===== config.mk =====
export PLATFORM = sky130hd
export DESIGN_NAME = stack_pop_sequencer
export DESIGN_NICKNAME = d
export VERILOG_FILES = /design/src/rtl/stack_pop_sequencer.sv
export SDC_FILE = /design/constraint.sdc
export NUM_CORES = 1
export LEC_CHECK = 0
export ABC_AREA = 1
export BUFFER_PORTS_ARGS = -buffer_cell sky130_fd_sc_hd__buf_2
export CORE_MARGIN = 8
export CORE_UTILIZATION = 55
export DETAILED_ROUTE_END_ITERATION = 12
export GPL_ROUTABILITY_DRIVEN = 0
export GPL_TIMING_DRIVEN = 0
export PLACE_DENSITY = 0.86
export RECOVER_POWER = 25
export SETUP_SLACK_MARGIN = 0.15
export SYNTH_ARGS = -nofsm -noshare
export SYNTH_HDL_FRONTEND = slang
export SYNTH_SLANG_ARGS = --single-unit

===== constraint.sdc =====
create_clock -name clk -period 3.5 [get_ports clk]
set_input_delay 0.7 -clock clk [delete_from_list [all_inputs] [get_ports clk]]
set_output_delay 0.7 -clock clk [all_outputs]
set_load 0.01 [all_outputs]

===== src/rtl/stack_pop_sequencer.sv =====
// rtl/stack_pop_sequencer.sv - pops a block of stack words into the register file, then updates r29
//
// Ports:
//   clk, reset (async, active-low)
//   start, first_reg[4:0], count[MAX_COUNT_W-1:0], sp_in[31:0] : pop request, sampled in IDLE
//   mem_rd_en, mem_addr[31:0], mem_rdata[31:0]                   : data-memory read port (1-cycle latency)
//   rf_wr_en, rf_wr_addr[4:0], rf_wr_data[31:0]                  : register-file write port
//   busy, done                                                   : status / completion pulse
//   err                                                          : misalignment pulse (STACK_POP_ALIGN_CHECK_EN only)
//
// Optional feature macro: STACK_POP_ALIGN_CHECK_EN
module stack_pop_sequencer #(
    parameter int MAX_COUNT_W = 4,
    parameter int SP_REG      = 29
) (
    input  logic                   clk,
    input  logic                   reset,
    input  logic                   start,
    input  logic [4:0]             first_reg,
    input  logic [MAX_COUNT_W-1:0] count,
    input  logic [31:0]            sp_in,
    output logic                   mem_rd_en,
    output logic [31:0]            mem_addr,
    input  logic [31:0]            mem_rdata,
    output logic                   rf_wr_en,
    output logic [4:0]             rf_wr_addr,
    output logic [31:0]            rf_wr_data,
    output logic                   busy,
    output logic                   done
`ifdef STACK_POP_ALIGN_CHECK_EN
    ,
    output logic                   err
`endif
);

    typedef enum logic [1:0] {
        S_IDLE,
        S_READ,
        S_DRAIN,
        S_FINISH
    } state_t;

    localparam logic [MAX_COUNT_W-1:0] ONE = MAX_COUNT_W'(1);

    state_t                 state;
    state_t                 state_nxt;
    logic [4:0]             base_q;
    logic [MAX_COUNT_W-1:0] cnt_q;
    logic [MAX_COUNT_W-1:0] k_q;
    logic [31:0]            sp_q;
    logic                   err_q;

    logic [31:0]            sp_eff;
    logic                   misal;
    logic [MAX_COUNT_W-1:0] word_idx;
    logic [4:0]             dest;
    logic [31:0]            rd_addr;
    logic [31:0]            sp_final;
    logic                   last_read;
    logic                   wb_active;
`ifdef STACK_POP_ALIGN_CHECK_EN
    logic                   err_pulse;
`endif

`ifdef STACK_POP_ALIGN_CHECK_EN
    assign sp_eff = sp_in;
    assign misal  = |sp_in[1:0];
`else
    // Without the alignment check the stack pointer is treated as word-aligned.
    assign sp_eff = sp_in & 32'hFFFF_FFFC;
    assign misal  = 1'b0;
`endif

    // Data returned this cycle belongs to the read issued one cycle earlier,
    // i.e. word k-1. In DRAIN k has already reached count, so the same
    // expression yields the final word.
    assign word_idx  = k_q - ONE;
    assign dest      = base_q + 5'(word_idx);
    assign rd_addr   = sp_q + (32'(k_q) << 2);
    assign sp_final  = sp_q + (32'(cnt_q) << 2);
    assign last_read = (k_q == (cnt_q - ONE));

    always_ff @(posedge clk or negedge reset) begin
        if (!reset) begin
            state  <= S_IDLE;
            base_q <= '0;
            cnt_q  <= '0;
            k_q    <= '0;
            sp_q   <= '0;
            err_q  <= 1'b0;
        end else begin
            state <= state_nxt;
            case (state)
                S_IDLE: begin
                    if (start) begin
                        base_q <= first_reg;
                        cnt_q  <= count;
                        sp_q   <= sp_eff;
                        k_q    <= '0;
                        err_q  <= misal;
                    end
                end
                S_READ:  k_q <= k_q + ONE;
                default: ;
            endcase
        end
    end

    always_comb begin
        state_nxt  = state;
        mem_rd_en  = 1'b0;
        mem_addr   = '0;
        rf_wr_en   = 1'b0;
        rf_wr_addr = '0;
        rf_wr_data = '0;
        done       = 1'b0;
        wb_active  = 1'b0;
`ifdef STACK_POP_ALIGN_CHECK_EN
        err_pulse  = 1'b0;
`endif
        case (state)
            S_IDLE: begin
                if (start) begin
                    state_nxt = (misal || (count == '0)) ? S_FINISH : S_READ;
                end
            end
            S_READ: begin
                mem_rd_en = 1'b1;
                mem_addr  = rd_addr;
                wb_active = (k_q != '0);
                if (last_read) begin
                    state_nxt = S_DRAIN;
                end
            end
            S_DRAIN: begin
                wb_active = 1'b1;
                state_nxt = S_FINISH;
            end
            S_FINISH: begin
                done = 1'b1;
`ifdef STACK_POP_ALIGN_CHECK_EN
                err_pulse = err_q;
`endif
                if ((cnt_q != '0) && !err_q) begin
                    rf_wr_en   = 1'b1;
                    rf_wr_addr = 5'(SP_REG);
                    rf_wr_data = sp_final;
                end
                state_nxt = S_IDLE;
            end
            default: state_nxt = S_IDLE;
        endcase

        // r0 is hardwired zero: the word is still read, just not written.
        if (wb_active) begin
            rf_wr_en   = (dest != 5'd0);
            rf_wr_addr = dest;
            rf_wr_data = mem_rdata;
        end
    end

    assign busy = (state != S_IDLE);

`ifdef STACK_POP_ALIGN_CHECK_EN
    assign err = err_pulse;
`endif

endmodule


==> results of run 1 <==
[layer usage]
layer / vias to the layer above / share of wire (%) / GRT usage [%]
met3: 55 / 11 / 7.00
met4: 0 / 3.4 / 12.5
met2: 334 / 46 / 44.9
met5: - / 0 / 0
met1: 2471 / 40 / 34.4
li1: 2612 / - / -
[metrics by stage]
step                worst slack [ns]  utilization [%]  cells  power (mW)  area, um2
floorplan                       1.01                -    730        3.08       4410
global placement               0.628             67.8    976        4.06       5260
detailed placement             0.585             67.8    976        4.19       5260
CTS                            0.234             69.2    984        4.62       5380
global route                   0.170             69.3    984        5.05       5380
finish                         0.293             69.3    984        4.68       5380
[worst register-to-register path, delay by kind of cell (launching register included)]
kind                       cells  cell delay (ns)
AOI/OAI and AO/OA              1             0.12
adders and majority gates      1             0.26
buffers and inverters          3             1.08
DFF                            1             0.44
and+or+nand+nor                2             0.39
[worst paths after layout]
path / end / slack (ns) / cells past startpoint
setup / recovery: rf_wr_data[14] / 0.29 / 9
hold / removal: base_q[3] / 0.51 / 2
setup reg to reg: sp_q[8] / 1.11 / 7
hold reg to reg: base_q[3] / 0.51 / 2
max in group asynchronous: sp_q[23] / 0.84 / 1
min in group asynchronous: base_q[3] / 1.19 / 1
[cell type report]
class / count / share of cell area, %
Timing Repair Buffer: 144 / 13.4
Tap cell: 102 / 2.37
Multi-Input combinational cell: 588 / 53.8
Clock buffer: 5 / 1.28
Sequential cell: 45 / 20.9
Clock inverter: 3 / 0.860
Buffer: 21 / 2.12
Inverter: 76 / 5.30
[registers in the layout, indices dropped and copies added (netlist names)]
signal and flops:
sp_q 30, base_q 5, cnt_q 4, state 2, k_q 4
[Yosys cell counts (9+ instances only)]
cell type                 number  area [um2]
sky130_fd_sc_hd__o21ai_0      43         215
sky130_fd_sc_hd__nand2_1     275        1030
sky130_fd_sc_hd__inv_1        71         267
sky130_fd_sc_hd__o21ai_1      11        55.1
sky130_fd_sc_hd__nand3_1      69         345
sky130_fd_sc_hd__dfrtp_1      45        1130
sky130_fd_sc_hd__ha_1         20         250
sky130_fd_sc_hd__nor2_2        9        56.3
sky130_fd_sc_hd__nor3_1       10        50.1
sky130_fd_sc_hd__xor2_1       12         105
sky130_fd_sc_hd__nor2_1       71         267
sky130_fd_sc_hd__a21oi_1      24         120
[power breakdown]
part | switching, mW | internal [mW]
registers | 0.364 | 0.764
clock network | 0.210 | 0.214
logic | 2.04 | 1.09
total | 2.61 | 2.07
[cell families (layout without fill, tap and decap cells)]
| logic type | Yosys count | after routing |
|---|---|---|
| buf+inv | 97 | 249 |
| other cells | 1 | 2 |
| compound gates | 86 | 86 |
| xor+xnor | 14 | 14 |
| fa+ha+maj | 23 | 23 |
| simple gates | 463 | 463 |
| flops | 45 | 45 |
==> metrics.csv, run 1 <==
metric;value;unit
Syn Inst Count;729;
origin of the worst setup path;sp_q[2];
Sum Neg Setup Slack;0;ns
setup bufs post-CTS;0;
Critical Setup Path Class;reg -> out;
remaining global-route overflow;0;
count of flip-flops with a built-in enable after synthesis;0;
detail-routed net length per standard cell;16.0;um
largest net degree at the start of global routing;46;
mean post-synth cell area;6.05;um2
Worst Path Buf+Inv;2;
initial antenna violation count;0;
f_max;312;MHz
Clock Skew;0.00264;ns
sequential cell area fraction in the yosys report;25.5;%
Chip Height;106;um
area enclosed by the die boundary;11100;um2
Setup Viol. Count Final;0;
type of element capturing the critical path;output port;
highest-count cells in the layout ignoring fill and taps;sky130_fd_sc_hd__nand2_1, sky130_fd_sc_hd__buf_2, sky130_fd_sc_hd__inv_1, sky130_fd_sc_hd__nor2_1, sky130_fd_sc_hd__nand3_1;
worst path cell trace;ha_1 > inv_1 > fa_1 > nor2_2 > nor2_2 > nor2_4 > xor2_1 > o21ai_0 > buf_2;
number of hold buffers added after CTS;0;
violation count after the first detailed-routing iteration;463;
Seq cells post-synth;45;
Detailed Routing Iterations Pass 1;5;
HPWL after detailed placement;12500;um
vias in the first global route;5465;
share of synthesized registers carrying an async set or reset;100;%
CTS buffer count;5;
fraction of the mapped netlist area in simple logic gates;45.0;%
kind of launch point of the worst setup path;flip-flop;
max-cap violation count;1;
Routed Wire Length;15700;um
mux cell area share after synthesis;0;%
data arrival time of the critical path;2.51;ns
count of input and output buffers;144;
final clock period utilization by the worst path;91.6;%
final number of max-transition violations;46;
result of the run;complete, but fails checks;
area share of fa/ha/maj cells after synthesis;7.04;%
Die Span X;106;um
post-CTS resize count;0;
power density of the placed cells;870;nW/um2
Fin Hold WS;0.511;ns
vias per inst;5.56;
cell family with the largest share of critical-path delay;adder cells;
setup repair after global routing missed its margin;false;
most common cell after layout, fill and taps aside;sky130_fd_sc_hd__nand2_1;
Slowest Stage Delay on Critical Path;0.45;ns
min cycle time layout;3.21;ns
combinational family with the most area after synthesis;simple AND/OR/NAND/NOR gates;
antenna cell count;0;
later-pin clock latency in the skew report;0.31;ns
data required time of the critical path;2.80;ns
crit-path max FO;7;
worst max-slew margin expressed relative to the limit;-73.4;%
overall fraction of global-route tracks in use;27.8;%
hold path start;base_q[3];
share of cells above drive strength 1;22.7;%
Clock Sink Count;45;
number of vias after detailed routing;5472;
Sequential cell area;1130;um2
synthesized-area fraction occupied by ao, oa, aoi and oai cells;10.5;%
Final Hold Violating Endpoints;0;
XOR/XNOR Fraction of Synth Area;2.78;%
clock tree from TritonCTS;done;
antenna-violating nets left;0;
# DRC;0;
nets;980;
violations in the final reports;capacitance limit, slew limit;
area of the multi-input gates;2890;um2
CTS root buffer;sky130_fd_sc_hd__clkbuf_8;
wire length of the first global-routing pass;25700;um
dominant cell type by count on the critical path;sky130_fd_sc_hd__nor2_2;
H-Tree Depth;2;
combined area of all synthesized cells;4410;um2
most used flip-flop cell after synthesis;sky130_fd_sc_hd__dfrtp_1;
Core Footprint;7770;um2
Slowest-stage cell, CP;sky130_fd_sc_hd__dfrtp_1;
number of top-level pins;149;
Synth cell types;37;
fill cell instance count of the final layout;695;
number of warnings reported in the yosys synthesis log;0;
leak pwr;2.92;nW
Area Overhead vs Synth;22.0;%
HP Class;reg -> reg;
launch point of the worst reg-to-reg path;state[0];
Max VDD drop;0.412;mV
pin slew with the least headroom to its limit;2.60;ns
Worst-path clk slew;0.10;ns
# rows;32;
CTS Buffer Depth;2;
Starting Density;56.8;%
Power figures use the tool's default switching activity.
==> run 2, diff against run 1 <==
- ABC_AREA: 1 -> default
- PLACE_DENSITY: 0.86 -> 0.88
==> run 2 against run 1 <==
Wire length is 2.0% higher. Setup slack worse by 0.18 ns. Utilization grew 7.8 points. Maximum frequency is 5.4% lower. Sequential share of layout area down 0.37 points. Critical path depth rose by 2. Count of clock-buffer cells in the layout unchanged. Synthesized cell count down 34%. Largest cell class unchanged. The flow still finishes with violations (capacitance limit, slew limit). Combinational power is 44% higher. Critical endpoint is now mem_addr[14].
==> metrics.csv, run 2 <==
metric;value;unit;change
area of the multi-input gates;2930;um2;+1.1%
leak pwr;2.51;nW;-14%
H-Tree Depth;2;;unchanged
most common cell after layout, fill and taps aside;sky130_fd_sc_hd__buf_2;;
number of warnings reported in the yosys synthesis log;0;;unchanged
vias in the first global route;4493;;-18%
clock tree from TritonCTS;done;;
pin slew with the least headroom to its limit;2.65;ns;+0.0498 ns
result of the run;complete, but fails checks;;
share of cells above drive strength 1;44.0;%;+21 points
fraction of the mapped netlist area in simple logic gates;20.6;%;-24 points
Routed Wire Length;16000;um;+2.0%
initial antenna violation count;0;;unchanged
Final Hold Violating Endpoints;0;;unchanged
Detailed Routing Iterations Pass 1;7;;+2
XOR/XNOR Fraction of Synth Area;12.3;%;+9.6 points
core utilization of the finished layout;77.1;%;+7.8 points
launch point of the worst reg-to-reg path;k_q[3];;
final number of max-transition violations;46;;unchanged
final clock period utilization by the worst path;96.9;%;+5.2 points
fill cell instance count of the final layout;423;;-39%
synthesized-area fraction occupied by ao, oa, aoi and oai cells;14.9;%;+4.4 points
Clock Skew;0.00937;ns;+0.00673 ns
min cycle time layout;3.39;ns;+0.183 ns
Chip Height;102;um;-3.6%
area share of fa/ha/maj cells after synthesis;7.67;%;+0.63 points
worst path cell trace;buf_6 > ha_4 > inv_2 > fa_2 > nor2b_4 > o21ai_4 > and2_4 > buf_8 > or3_4 > a21boi_2 > buf_2;;
largest net degree at the start of global routing;46;;unchanged
overall fraction of global-route tracks in use;26.3;%;-1.5 points
leading cell types by count after synthesis;sky130_fd_sc_hd__nand2_1, sky130_fd_sc_hd__dfrtp_1, sky130_fd_sc_hd__mux2_2, sky130_fd_sc_hd__o21ai_0;;
data arrival time of the critical path;2.69;ns;+0.18 ns
nets;753;;-23%
worst slack at placement;-0.0788;ns;-0.664 ns
CTS Buffer Depth;2;;unchanged
Die Span X;102;um;-3.6%
detail-routed net length per standard cell;21.3;um;+33%
remaining global-route overflow;0;;unchanged
final instance area;5530;um2;+2.8%
kind of launch point of the worst setup path;flip-flop;;
Worst Path Buf+Inv;4;;+2
area post-placement;4890;um2;-7.1%
count of flip-flops with a built-in enable after synthesis;0;;unchanged
wire length of the first global-routing pass;21600;um;-16%
Seq cells post-synth;45;;unchanged
CTS buffer count;5;;unchanged
area enclosed by the die boundary;10400;um2;-7.0%
Area Overhead vs Synth;36.7;%;
cell family with the largest share of critical-path delay;simple AND/OR/NAND/NOR gates;;
register bank with the most flops;sp_q;;
Starting Density;56.4;%;-0.39 points
max-cap violation count;1;;unchanged
antenna cell count;0;;unchanged
Slowest-stage cell, CP;sky130_fd_sc_hd__dfrtp_1;;
most area-hungry cell type in the Yosys netlist;sky130_fd_sc_hd__dfrtp_1;;
combinational family with the most area after synthesis;simple AND/OR/NAND/NOR gates;;
WHS Path Cells;1;;-1
cell types occupying the most area after synthesis;sky130_fd_sc_hd__dfrtp_1, sky130_fd_sc_hd__mux2_2, sky130_fd_sc_hd__xnor2_1;;
flip-flop count of the largest register after layout;30;;unchanged
Critical Setup Path Class;reg -> out;;
number of hold buffers added after CTS;0;;unchanged
Yosys top cell area share;27.8;%;+2.3 points
share of synthesized registers carrying an async set or reset;100;%;unchanged
power density of the placed cells;1110;nW/um2;+28%
count of cells along the worst register-to-register path;6;;-1
Worst-path clk slew;0.09;ns;about the same
Core Footprint;7180;um2;-7.6%
combined area of all synthesized cells;4050;um2;-8.3%
HP Class;reg -> reg;;
hold path start;base_q[0];;
Syn Inst Count;478;;-34%
type of element capturing the critical path;output port;;
crit-path max FO;5;;-2
antenna-violating nets left;0;;unchanged
Hold EP;base_q[0];;
Clock Sink Count;45;;unchanged
# DRC;0;;unchanged
# rows;31;;-3.1%
CTS root buffer;sky130_fd_sc_hd__clkbuf_8;;
HPWL after detailed placement;10500;um;-16%
mean post-synth cell area;8.47;um2;+40%
number of top-level pins;149;;unchanged
most used flip-flop cell after synthesis;sky130_fd_sc_hd__dfrtp_1;;
flop2flop setup slack;1.30;ns;+0.19 ns
vias per inst;6.26;;+13%
Sequential cell area;1140;um2;+1.0%
cell with the most instances after synthesis;sky130_fd_sc_hd__nand2_1;;
largest registers;sp_q: 30 flops, base_q: 5 flops;;
number of vias after detailed routing;4719;;-14%
Max VDD drop;0.593;mV;+44%
sequential cell area fraction in the yosys report;27.8;%;+2.3 points
later-pin clock latency in the skew report;0.33;ns;+0.02 ns
Power, Total;6.14;mW;+31%
worst max-slew margin expressed relative to the limit;-76.7;%;-3.3 points
count of input and output buffers;143;;-0.69%
min setup slack post-route;0.110;ns;-0.183 ns
mux cell area share after synthesis;11.3;%;+11 points
Slowest Stage Delay on Critical Path;0.43;ns;-0.02 ns
f_max;295;MHz;-5.4%
Setup Viol. Count Final;0;;unchanged
data required time of the critical path;2.80;ns;about the same
highest-count cells in the layout ignoring fill and taps;sky130_fd_sc_hd__buf_2, sky130_fd_sc_hd__nand2_1, sky130_fd_sc_hd__mux2_2, sky130_fd_sc_hd__dfrtp_1, sky130_fd_sc_hd__o21ai_0;;
reg-to-reg endpoint;state[0];;
Synth cell types;50;;+35%
violations in the final reports;capacitance limit, slew limit;;
violation count after the first detailed-routing iteration;462;;-0.22%
setup repair after global routing missed its margin;true;;
run 2: cell types whose count changed in the layout (fill, tap and decap cells not counted), moves of 10 or more:
cell | previous run | this run
sky130_fd_sc_hd__and2_1 | 1 | 24
sky130_fd_sc_hd__nand3_1 | 69 | 12
sky130_fd_sc_hd__a21oi_1 | 24 | 11
sky130_fd_sc_hd__nand2_1 | 275 | 62
sky130_fd_sc_hd__clkbuf_1 | 8 | 18
sky130_fd_sc_hd__inv_1 | 71 | 9
sky130_fd_sc_hd__nor2_1 | 69 | 9
sky130_fd_sc_hd__buf_4 | 6 | 25
sky130_fd_sc_hd__nor2_2 | 11 | 0
sky130_fd_sc_hd__xor2_1 | 12 | 25
sky130_fd_sc_hd__mux2_2 | 0 | 39
sky130_fd_sc_hd__xnor2_1 | 2 | 31
run 2: worst max path at each step:
stage | from | endpoint | slack (ns) | depth (start not counted)
global route | k_q[0] | rf_wr_en | 0.04 | 11
floorplan | k_q[1] | mem_addr[12] | 0.51 | 8
global placement | k_q[1] | mem_addr[14] | 0.01 | 9
finish | sp_q[2] | mem_addr[14] | 0.11 | 11
CTS | cnt_q[0] | rf_wr_data[30] | 0.05 | 9
detailed placement | k_q[1] | mem_addr[14] | -0.08 | 9
run 2: what timing repair did:
item                                    CTS  global route
gates resized for setup                  44            70
endpoints found under the setup margin   49            45
setup buffers                             8            15
pin swaps                                 7            16
cloned                                    1             1
run 2: power breakdown:
part	internal [mW]	leakage, nW	switching, mW	total (mW)
logic	1.95	1.91	2.55	4.50
registers	0.794	0.526	0.357	1.15
clock network	0.284	0.0681	0.202	0.486
run 2: worst register-to-register path, delay by kind of cell, from the launching register on:
kind	cells	cell delay, ns
AO/OA/AOI/OAI	3	0.81
XOR/XNOR	1	0.21
buffers and inverters	1	0.44
flip-flops	1	0.38
AND/OR/NAND/NOR	1	0.25
run 2: through the flow:
stage          hold slack (ns)  cells  TNS (ns)
4_1_cts                  0.533    738         0
6_report                 0.545    754         0
5_1_grt                  0.550    754         0
2_1_floorplan            0.404    479         0
3_5_place_dp             0.512    721   -0.0788
3_3_place_gp             0.498    721         0
run 2: layout make-up:
class | count | area share, %
Multi-Input combinational cell | 382 | 52.9
Buffer | 38 | 4.12
Clock inverter | 3 | 1.18
Sequential cell | 45 | 20.6
Tap cell | 99 | 2.24
Timing Repair Buffer | 168 | 16.7
Clock buffer | 5 | 1.24
Inverter | 14 | 1.09
run 2: metal layers:
metal / wire [um] / part of all wire (%) / up-vias / global-route usage [%]
met5: 0 / 0 / - / 0
met4: 869 / 5.4 / 0 / 14.1
met3: 1680 / 10 / 97 / 7.15
met2: 7750 / 48 / 397 / 45.6
met1: 5720 / 36 / 2203 / 28.5
li1: - / - / 2022 / -
run 2: cell families (layout without fill, tap and decap cells):
| family | count (synthesis) | in the layout |
|---|---|---|
| xor gates and xnor gates | 57 | 57 |
| and+or+nand+nor | 162 | 162 |
| AOI/OAI and AO/OA | 97 | 97 |
| DFF | 45 | 45 |
| adders and majority gates | 23 | 23 |
| other | 1 | 2 |
| muxes | 41 | 41 |
| buffers and inverters | 52 | 228 |
